**config.mk**
```make
export PLATFORM = sky130hd
export DESIGN_NAME = mem_port_arbiter
export DESIGN_NICKNAME = d
export VERILOG_FILES = /design/src/rtl/mem_port_arbiter_pkg.sv /design/src/rtl/mem_port_arbiter_fsm.sv /design/src/rtl/mem_port_arbiter.sv
export SDC_FILE = /design/constraint.sdc
export NUM_CORES = 1
export LEC_CHECK = 0
export ABC_AREA = 1
export BUFFER_PORTS_ARGS = -buffer_cell sky130_fd_sc_hd__buf_2
export CORE_AREA = 2 2 241 243
export CTS_BUF_LIST = sky130_fd_sc_hd__clkbuf_16
export DETAILED_ROUTE_END_ITERATION = 12
export DIE_AREA = 0 0 243 245
export PLACE_DENSITY_LB_ADDON = 0.3
export SLEW_MARGIN = 20
export SYNTH_ARGS = -nofsm -noshare
export SYNTH_HDL_FRONTEND = slang
export SYNTH_HIERARCHICAL = 1
export SYNTH_SLANG_ARGS = --single-unit
export TNS_END_PERCENT = 100
```
**constraint.sdc**
```tcl
create_clock -name clk -period 1.8 [get_ports clk]
set_input_delay 0.09 -clock clk [delete_from_list [all_inputs] [get_ports clk]]
set_output_delay 0.09 -clock clk [all_outputs]
set_load 0.01 [all_outputs]
```
**src/rtl/mem_port_arbiter_pkg.sv**
```systemverilog
// Shared types and mode codes for the memory port arbiter.
// The arbiter replaces the fixed layer_type mux in front of the data loaders.
package mem_port_arbiter_pkg;

    typedef enum logic {
        ST_IDLE = 1'b0,
        ST_LOCK = 1'b1
    } arb_state_t;

    // Fixed mode grants the client named by sel (the layer_type code); RR rotates.
    localparam logic ARB_FIXED = 1'b0;
    localparam logic ARB_RR    = 1'b1;

endpackage

```
**src/rtl/mem_port_arbiter_fsm.sv**
```systemverilog
// One arbitration direction: IDLE/LOCK state, registered grant, rr pointer,
// burst counter and release logic. Instantiated once for writes, once for reads.
module mem_port_arbiter_fsm
    import mem_port_arbiter_pkg::*;
#(
    parameter int N_CLIENT  = 4,
    parameter int SELW      = 2,
    parameter int MAX_BURST = 16
) (
    input  logic                clk,
    input  logic                rst,
    input  logic                mode,
    input  logic [SELW-1:0]     sel,
    input  logic [N_CLIENT-1:0] req,
    input  logic                mem_ready,
    input  logic                block,
    output logic                locked,
    output logic [SELW-1:0]     gnt,
    output logic                m_valid,
    output logic                beat
);

    localparam int CW = $clog2(MAX_BURST) + 1;

    arb_state_t          state_reg;
    logic [SELW-1:0]     gnt_reg;
    logic [SELW-1:0]     rr_ptr_reg;
    logic [CW-1:0]       count_reg;
    logic                mode_reg;

    logic [2**SELW-1:0]  req_ext;
    logic                pick_found;
    logic [SELW-1:0]     pick_gnt;
    logic [SELW-1:0]     cand;
    logic                release_now;

    // Pad requests to the full select range so out-of-range selects read as idle.
    always_comb begin
        req_ext = '0;
        req_ext[N_CLIENT-1:0] = req;
    end

    // Descending scan: the last hit written is the nearest requester at/after rr_ptr.
    always_comb begin
        pick_found = 1'b0;
        pick_gnt   = sel;
        cand       = '0;
        if (mode == ARB_FIXED) begin
            pick_found = req_ext[sel];
        end else begin
            for (int k = N_CLIENT - 1; k >= 0; k--) begin
                cand = SELW'((int'(rr_ptr_reg) + k) % N_CLIENT);
                if (req_ext[cand]) begin
                    pick_found = 1'b1;
                    pick_gnt   = cand;
                end
            end
        end
    end

    assign locked  = (state_reg == ST_LOCK);
    assign gnt     = gnt_reg;
    assign m_valid = locked && req_ext[gnt_reg] && !block;
    assign beat    = m_valid && mem_ready;

    // A beat in the release cycle still completes; the state change lands at the edge.
    assign release_now = locked &&
                         (!req_ext[gnt_reg] ||
                          (beat && (count_reg == CW'(MAX_BURST - 1))) ||
                          ((mode == ARB_FIXED) && (sel != gnt_reg)) ||
                          (mode != mode_reg));

    always_ff @(posedge clk) begin
        if (rst) begin
            state_reg  <= ST_IDLE;
            gnt_reg    <= '0;
            rr_ptr_reg <= '0;
            count_reg  <= '0;
            mode_reg   <= 1'b0;
        end else begin
            case (state_reg)
                ST_IDLE: begin
                    if (pick_found) begin
                        state_reg <= ST_LOCK;
                        gnt_reg   <= pick_gnt;
                        mode_reg  <= mode;
                        count_reg <= '0;
                    end
                end
                ST_LOCK: begin
                    if (release_now) begin
                        state_reg  <= ST_IDLE;
                        rr_ptr_reg <= SELW'((int'(gnt_reg) + 1) % N_CLIENT);
                        count_reg  <= '0;
                    end else if (beat) begin
                        count_reg <= count_reg + CW'(1);
                    end
                end
                default: state_reg <= ST_IDLE;
            endcase
        end
    end

endmodule

```
**src/rtl/mem_port_arbiter.sv**
```systemverilog
// N-client arbiter for the external memory read/write interface, with an
// in-order read ID tracker that routes returning data to the issuing client.
module mem_port_arbiter
    import mem_port_arbiter_pkg::*;
#(
    parameter int N_CLIENT  = 4,
    parameter int SELW      = 2,
    parameter int AW        = 26,
    parameter int DW        = 32,
    parameter int MAX_BURST = 16,
    parameter int RD_DEPTH  = 4
) (
    input  logic                   clk,
    input  logic                   rst,
    input  logic                   mode,
    input  logic [SELW-1:0]        sel,
    input  logic [N_CLIENT-1:0]    c_wvalid,
    output logic [N_CLIENT-1:0]    c_wready,
    input  logic [N_CLIENT*AW-1:0] c_waddr,
    input  logic [N_CLIENT*DW-1:0] c_wdata,
    input  logic [N_CLIENT-1:0]    c_rvalid,
    output logic [N_CLIENT-1:0]    c_rack,
    input  logic [N_CLIENT*AW-1:0] c_raddr,
    output logic [N_CLIENT-1:0]    c_rready,
    output logic [N_CLIENT*DW-1:0] c_rdata,
    output logic                   m_wvalid,
    input  logic                   m_wready,
    output logic [AW-1:0]          m_waddr,
    output logic [DW-1:0]          m_wdata,
    output logic                   m_rvalid,
    input  logic                   m_rack,
    output logic [AW-1:0]          m_raddr,
    input  logic                   m_rready,
    input  logic [DW-1:0]          m_rdata,
    output logic                   busy,
    output logic                   rd_err
);

    localparam int PW = $clog2(RD_DEPTH) + 1;

    logic            w_locked, r_locked;
    logic [SELW-1:0] w_gnt, r_gnt;
    logic            w_beat, r_beat;

    logic [AW-1:0]   waddr_arr [N_CLIENT];
    logic [DW-1:0]   wdata_arr [N_CLIENT];
    logic [AW-1:0]   raddr_arr [N_CLIENT];

    logic [SELW-1:0] id_mem [RD_DEPTH];
    logic [PW-1:0]   wr_ptr_reg, rd_ptr_reg;
    logic            fifo_empty, fifo_full, pop;
    logic [SELW-1:0] head_id;

    mem_port_arbiter_fsm #(
        .N_CLIENT (N_CLIENT),
        .SELW     (SELW),
        .MAX_BURST(MAX_BURST)
    ) u_wr_fsm (
        .clk      (clk),
        .rst      (rst),
        .mode     (mode),
        .sel      (sel),
        .req      (c_wvalid),
        .mem_ready(m_wready),
        .block    (1'b0),
        .locked   (w_locked),
        .gnt      (w_gnt),
        .m_valid  (m_wvalid),
        .beat     (w_beat)
    );

    // Reads may not issue while every tracker slot is in use.
    mem_port_arbiter_fsm #(
        .N_CLIENT (N_CLIENT),
        .SELW     (SELW),
        .MAX_BURST(MAX_BURST)
    ) u_rd_fsm (
        .clk      (clk),
        .rst      (rst),
        .mode     (mode),
        .sel      (sel),
        .req      (c_rvalid),
        .mem_ready(m_rack),
        .block    (fifo_full),
        .locked   (r_locked),
        .gnt      (r_gnt),
        .m_valid  (m_rvalid),
        .beat     (r_beat)
    );

    assign fifo_empty = (wr_ptr_reg == rd_ptr_reg);
    assign fifo_full  = (wr_ptr_reg[PW-1] != rd_ptr_reg[PW-1]) &&
                        (wr_ptr_reg[PW-2:0] == rd_ptr_reg[PW-2:0]);
    assign pop        = m_rready && !fifo_empty;
    assign head_id    = id_mem[rd_ptr_reg[PW-2:0]];

    generate
        for (genvar gi = 0; gi < N_CLIENT; gi++) begin : g_client
            assign waddr_arr[gi] = c_waddr[gi*AW +: AW];
            assign wdata_arr[gi] = c_wdata[gi*DW +: DW];
            assign raddr_arr[gi] = c_raddr[gi*AW +: AW];

            assign c_wready[gi] = w_beat && (w_gnt == SELW'(gi));
            assign c_rack[gi]   = r_beat && (r_gnt == SELW'(gi));
            assign c_rready[gi] = pop && (head_id == SELW'(gi));
            assign c_rdata[gi*DW +: DW] = c_rready[gi] ? m_rdata : '0;
        end
    endgenerate

    // Payload is gated while idle so the memory side sees zeros between grants.
    assign m_waddr = w_locked ? waddr_arr[w_gnt] : '0;
    assign m_wdata = w_locked ? wdata_arr[w_gnt] : '0;
    assign m_raddr = r_locked ? raddr_arr[r_gnt] : '0;

    assign busy = w_locked || r_locked || !fifo_empty;

    always_ff @(posedge clk) begin
        if (r_beat) begin
            id_mem[wr_ptr_reg[PW-2:0]] <= r_gnt;
        end
    end

    always_ff @(posedge clk) begin
        if (rst) begin
            wr_ptr_reg <= '0;
            rd_ptr_reg <= '0;
            rd_err     <= 1'b0;
        end else begin
            if (r_beat) begin
                wr_ptr_reg <= wr_ptr_reg + PW'(1);
            end
            if (pop) begin
                rd_ptr_reg <= rd_ptr_reg + PW'(1);
            end
            if (m_rready && fifo_empty) begin
                rd_err <= 1'b1;
            end
        end
    end

endmodule

```
Yosys cells after proc, flatten, opt, wreduce, memory -nomap -nowiden
Memories as Yosys holds them, arrays and structs flattened. A register that Yosys moved wholly into a read port is not among the register bits. Index checks and enable logic that the tools add are counted.

Bits in registers: 29. Latch bits: 0. Bits in writable memories: 8. Memory bits (read-only): 0. Output and inout port bits: 228. Logic and storage cells: 191. Memories kept: 1.

Add/subtract/negate cells: 12. Multipliers: 0. Divide/modulo/power cells: 0. Order comparisons: 13. Eq/ne operators: 22. Shift operators: 0. Muxes and demuxes: 78. Bitwise operators: 5. Reduce and logical (&&, ||, !) cells: 47.

Memory list: id_mem (words 4, bits a word 2, rd ports 1, clocked after Yosys merged registers in 1, wr ports 1, RTL line mem_port_arbiter.sv:49) `logic [SELW-1:0] id_mem [RD_DEPTH];`.

Operators by type and width (number): two-way mux 32 bit (7); two-way mux 26 bit (6); binary-select mux 26 bit (select 2 bit) (2); binary-select mux 32 bit (select 2 bit) (1); < comparator 2 x 3 -> 1 bit, second input constant (11); two-way mux 5 bit (6); two-way mux 1 bit (28); logical AND 1 bit (26); binary-select mux 1 bit (select 2 bit) (12); two-way mux 2 bit (12); case mux 5 bit (2 select lines) (2); == test 2 bit, second input constant (6); AND reduction 2 bit (6); adder 5 x 1 -> 5 bit, second input constant (2); == test 5 x 4 -> 1 bit, second input constant (2); adder 2 x 1 -> 2 bit, second input constant (4); adder 2 bit, second input constant (4); logical OR 1 bit (8); adder 3 x 1 -> 3 bit, second input constant (2); == test 2 x 1 -> 1 bit, second input constant (3); >= comparator 3 bit, second input constant (2); logical NOT 2 bit (3); inverter 2 -> 3 bit (2); logical NOT 1 bit (4); other kinds (9) (16).

Depth between registers and ports, before layout
Word-level depth: 12. Depth in mapped cells: 15. Depth with buffers taken out: 15.

Hierarchy
Netlist, hierarchy kept.

Modules (own cells, without submodules): mem_port_arbiter (instances 1, cells each 807, area an instance 4524.3 sq um); mem_port_arbiter_fsm (instances 2, cells each 186, area an instance 1107.3 sq um).

Least setup slack after synthesis
Ideal clock, no wire load.

Path kind: register to output. Start: register wr_ptr_reg[0]. End: output c_rack[3]. Data arrival time: 1480 ps. Data required time: 1710 ps. Path slack: 230 ps. Cell stages (with the launch flop): 13. Path through: dfxtp_1 -> inv_1 -> nand2_1 -> nand2_1 -> nand2_1 -> nor2_1 -> inv_1 -> nand2_1 -> inv_1 -> nand3_1 -> inv_1 -> inv_1 -> nor3_1.

Word-level cells in the longest chain between the ends: 6.

Ends and longest elaborated chain: start, declared (RTL line mem_port_arbiter.sv:50) `logic [PW-1:0] wr_ptr_reg, rd_ptr_reg;`; start signal, assigned (RTL line mem_port_arbiter.sv:130) `wr_ptr_reg <= wr_ptr_reg + PW'(1);`; == test 2 bit (RTL line mem_port_arbiter.sv:93) `(wr_ptr_reg[PW-2:0] == rd_ptr_reg[PW-2:0]);`; logical AND 1 bit (RTL line mem_port_arbiter.sv:92) `assign fifo_full = (wr_ptr_reg[PW-1] != rd_ptr_reg[PW-1]) &&`; via fifo_full (RTL line mem_port_arbiter.sv:51) `logic fifo_empty, fifo_full, pop;`; logical NOT 1 bit (RTL line mem_port_arbiter_fsm.sv:63) `assign m_valid = locked && req_ext[gnt_reg] && !block;`; logical AND 1 bit (RTL line mem_port_arbiter_fsm.sv:63); logical AND 1 bit (RTL line mem_port_arbiter_fsm.sv:64) `assign beat = m_valid && mem_ready;`; via r_beat (RTL line mem_port_arbiter.sv:43) `logic w_beat, r_beat;`; logical AND 1 bit (RTL line mem_port_arbiter.sv:104) `assign c_rack[gi] = r_beat && (r_gnt == SELW'(gi));`; end, declared (RTL line mem_port_arbiter.sv:22) `output logic [N_CLIENT-1:0] c_rack,`.

The timed path passes the listed nets, and every way through them passes these cells.

==> results.md <==
- Clock tree sinks: 39
- Synth area leaders: nand3_1, a41oi_1, nand2_1
- Vias in the first global route: 10155
- Starting Density: 11.82%
- Fin cells: 2575
- Vias: 11356
- Worst setup margin: 0.002595 ns
- Syn. warnings: 6
- Detailed Place HPWL: 35460 um
- First-pass GRT wire length: 61790 um
- Row count: 88
- R2r setup slk: 0.10 ns
- Multi-input logic area: 5585 um2
- # IOs: 612
- Most frequent cells in the layout: buf_2, nand3_1, nand2_1
- Terminus of the critical flop-to-flop path: id_mem[3][1]
- GR Overflow Total: 0
- Syn_area_per_cell: 5.716 um2
- Crit share post-route: 99.86%
- RD Place Congestion: 0.9653
- Latest clock arrival within the worst-skew pair: 0.29 ns
- Hold-fix buffers, CTS: 0
- CTS Buf Count: 5
- DR pass1 iterations: 6
- Distinct cells, synth: 36
- Worst Skew: 0.007688 ns
- Mapped Cells: 1179
- Slew Limit Fails: 0
- Post-Syn Nets: 1572
- RSZ-0062 raised after global routing: yes
- Dpl cells: 2509
- WP data required: 1.71 ns
- Core area: 57030 um2
- Worst-case reg-to-reg path depth: 14
- Setup violators final: 0
- Total global-route track usage: 13.44%
- Tmin final: 1.797 ns
- DRC errors left: 0
- Yosys top cell area share: 28.67%
- CP Capture Type: output port
- Total of max-cap violations: 0
- CTS tree: yes
- Launch point of the worst hold path: rst
- Peak VDD IR: 0.4387 mV
- Final hold vios: 0
- Clk pin slew, worst setup/hold paths: 0.06 ns
- Largest register FFs: 8
- Die Wd: 243 um
- Routed Wire Length: 48600 um
- Routed Antenna Nets: 0
- Outcome: completed
- Largest net degree at the start of global routing: 56
- Htree depth: 2
- Fill cell count: 6479
- Via density: 4.410
- Worst Hold Class: in2reg
- Hold Path End: u_rd_fsm/locked
- Port bufs: 611
- WP data arrival: 1.71 ns
- Layout cells sized above 1: 51.91%
- CTS max path bufs: 2
- CP Launch Point: id_mem[2][1]
- F_max: 556.4 MHz
- Die height: 245 um
- Yosys top cell by area: nand3_1
- Final nets: 2201
- Drt wl/cell: 18.87 um
- Lkg Pwr: 6.299 nW
- Sequential share of the synthesized area: 12.77%
- Die area: 59540 um2
- Hold path depth: 2
- Setup CP Type: reg2out
- CTS root buffer: clkbuf_16
- FF+latch count, synth: 39
- Startpoint types: flop
- P&R area growth vs syn: 88.34%
- Crit-path max FO: 5
- Dpl ws: 0.01202 ns
- Initial antenna violation count: 11
- Worst r2r src: wr_ptr_reg[0]
- Mapped Area: 6739 um2
- Initial DRC count: 728
- Seq. cell area: 890.9 um2
- PD cells: 613.5 nW/um2
- Most common cell after layout, fill and taps aside: buf_2
-- critical path, stage by stage, from the launching register on --
cell and delay [ns]:
edfxtp_1 0.43, nand2_4 0.10, nand2_2 0.05, nand2_2 0.06, nand2_2 0.07, nor2_4 0.19, buf_6 0.18, nand2_4 0.10
nor2_1 0.10, buf_2 0.14
-- power by group --
group | total, W | leakage, nW | internal [W] | switching [W]
Sequential | 0.00113 | 0.336 | 0.00100 | 0.000128
Clock | 0.00104 | 0.0819 | 0.000655 | 0.000386
Combinational | 0.00562 | 5.88 | 0.00226 | 0.00335
Total | 0.00779 | 6.30 | 0.00392 | 0.00387
-- logic make-up after synthesis --
group / after synthesis / synth area share [%]
and+or+nand+nor: 767 / 53.92
buffers and inverters: 229 / 16.17
AOI/OAI and AO/OA: 126 / 14.37
DFF: 39 / 12.77
adders and majority gates: 9 / 1.671
xor gates and xnor gates: 8 / 1.040
other: 1 / 0.05565
-- per-stage QoR --
stage                     TNS [ns]  instance area [um2]  power, W  hold slack, ns  utilization, %
after floorplan                  0                 6739  0.003633          0.1591               -
after global placement           0                10770  0.005380          0.4249           18.89
after detailed placement         0                10770  0.005383          0.4220           18.89
after CTS                 -0.04002                11440  0.006838          0.1066           20.06
after global routing        -2.418                12690  0.008318          0.1050           22.25
final                            0                12690  0.007787         0.09330           22.25
-- metal layers --
metal	share of wire, %	GRT usage [%]	vias to the layer above	wire length (um)
li1	-	-	5330	-
met1	40	16.60	5273	19530
met2	47	23.17	645	23020
met3	9.4	3.575	94	4547
met4	2.9	3.176	14	1396
met5	0.20	0	-	99
-- what timing repair did --
| action | CTS | global route |
|---|---|---|
| cloned | 4 | 23 |
| resized for setup | 68 | 172 |
| setup endpoints to repair | 164 | 190 |
| buffers inserted | 12 | 18 |
| pin swaps | 6 | 24 |
-- cells in the mapped netlist --
cell	n
inv_8	2
nor2_2	17
buf_6	18
edfxtp_1	8
nand2_2	9
a21oi_1	25
a31oi_1	2
nor3_1	8
buf_1	6
clkbuf_8	2
xor2_1	4
o21a_1	2
o21ai_1	4
and2_4	2
nand2_1	166
xnor2_1	4
nor2_1	152
a41oi_1	84
clkinv_1	5
nand3_1	386
dfxtp_1	31
inv_2	15
inv_1	106
buf_4	6
nand3_2	11
conb_1	1
ha_1	9
o31ai_2	2
nor2_4	4
clkbuf_1	40
inv_4	1
nand3_4	2
nand3b_1	4
o21ai_0	7
nand2_4	6
buf_2	28
-- worst max-delay path by stage --
| stage | end | slack, ns | cells past startpoint |
|---|---|---|---|
| 4_1_cts | m_waddr[1] | -0.02 | 6 |
| 3_5_place_dp | c_rack[1] | 0.01 | 13 |
| 6_report | c_rdata[32] | 0.003 | 9 |
| 5_1_grt | c_rdata[36] | -0.06 | 9 |
| 2_1_floorplan | c_rack[3] | 0.23 | 12 |
| 3_3_place_gp | c_rack[3] | 0.03 | 13 |
-- area by class of cell --
cell class | count | area share, %
well taps | 765 | 7.541
clock inverters | 3 | 0.3352
flip-flops and latches | 39 | 7.019
inverters | 129 | 4.466
multi-input cells | 918 | 44.01
repair inverters | 1 | 0.1282
diodes | 1 | 0.01972
clock buffers | 5 | 0.9858
repair buffers | 714 | 35.50
Note: power is estimated with default switching activity, not from simulation.
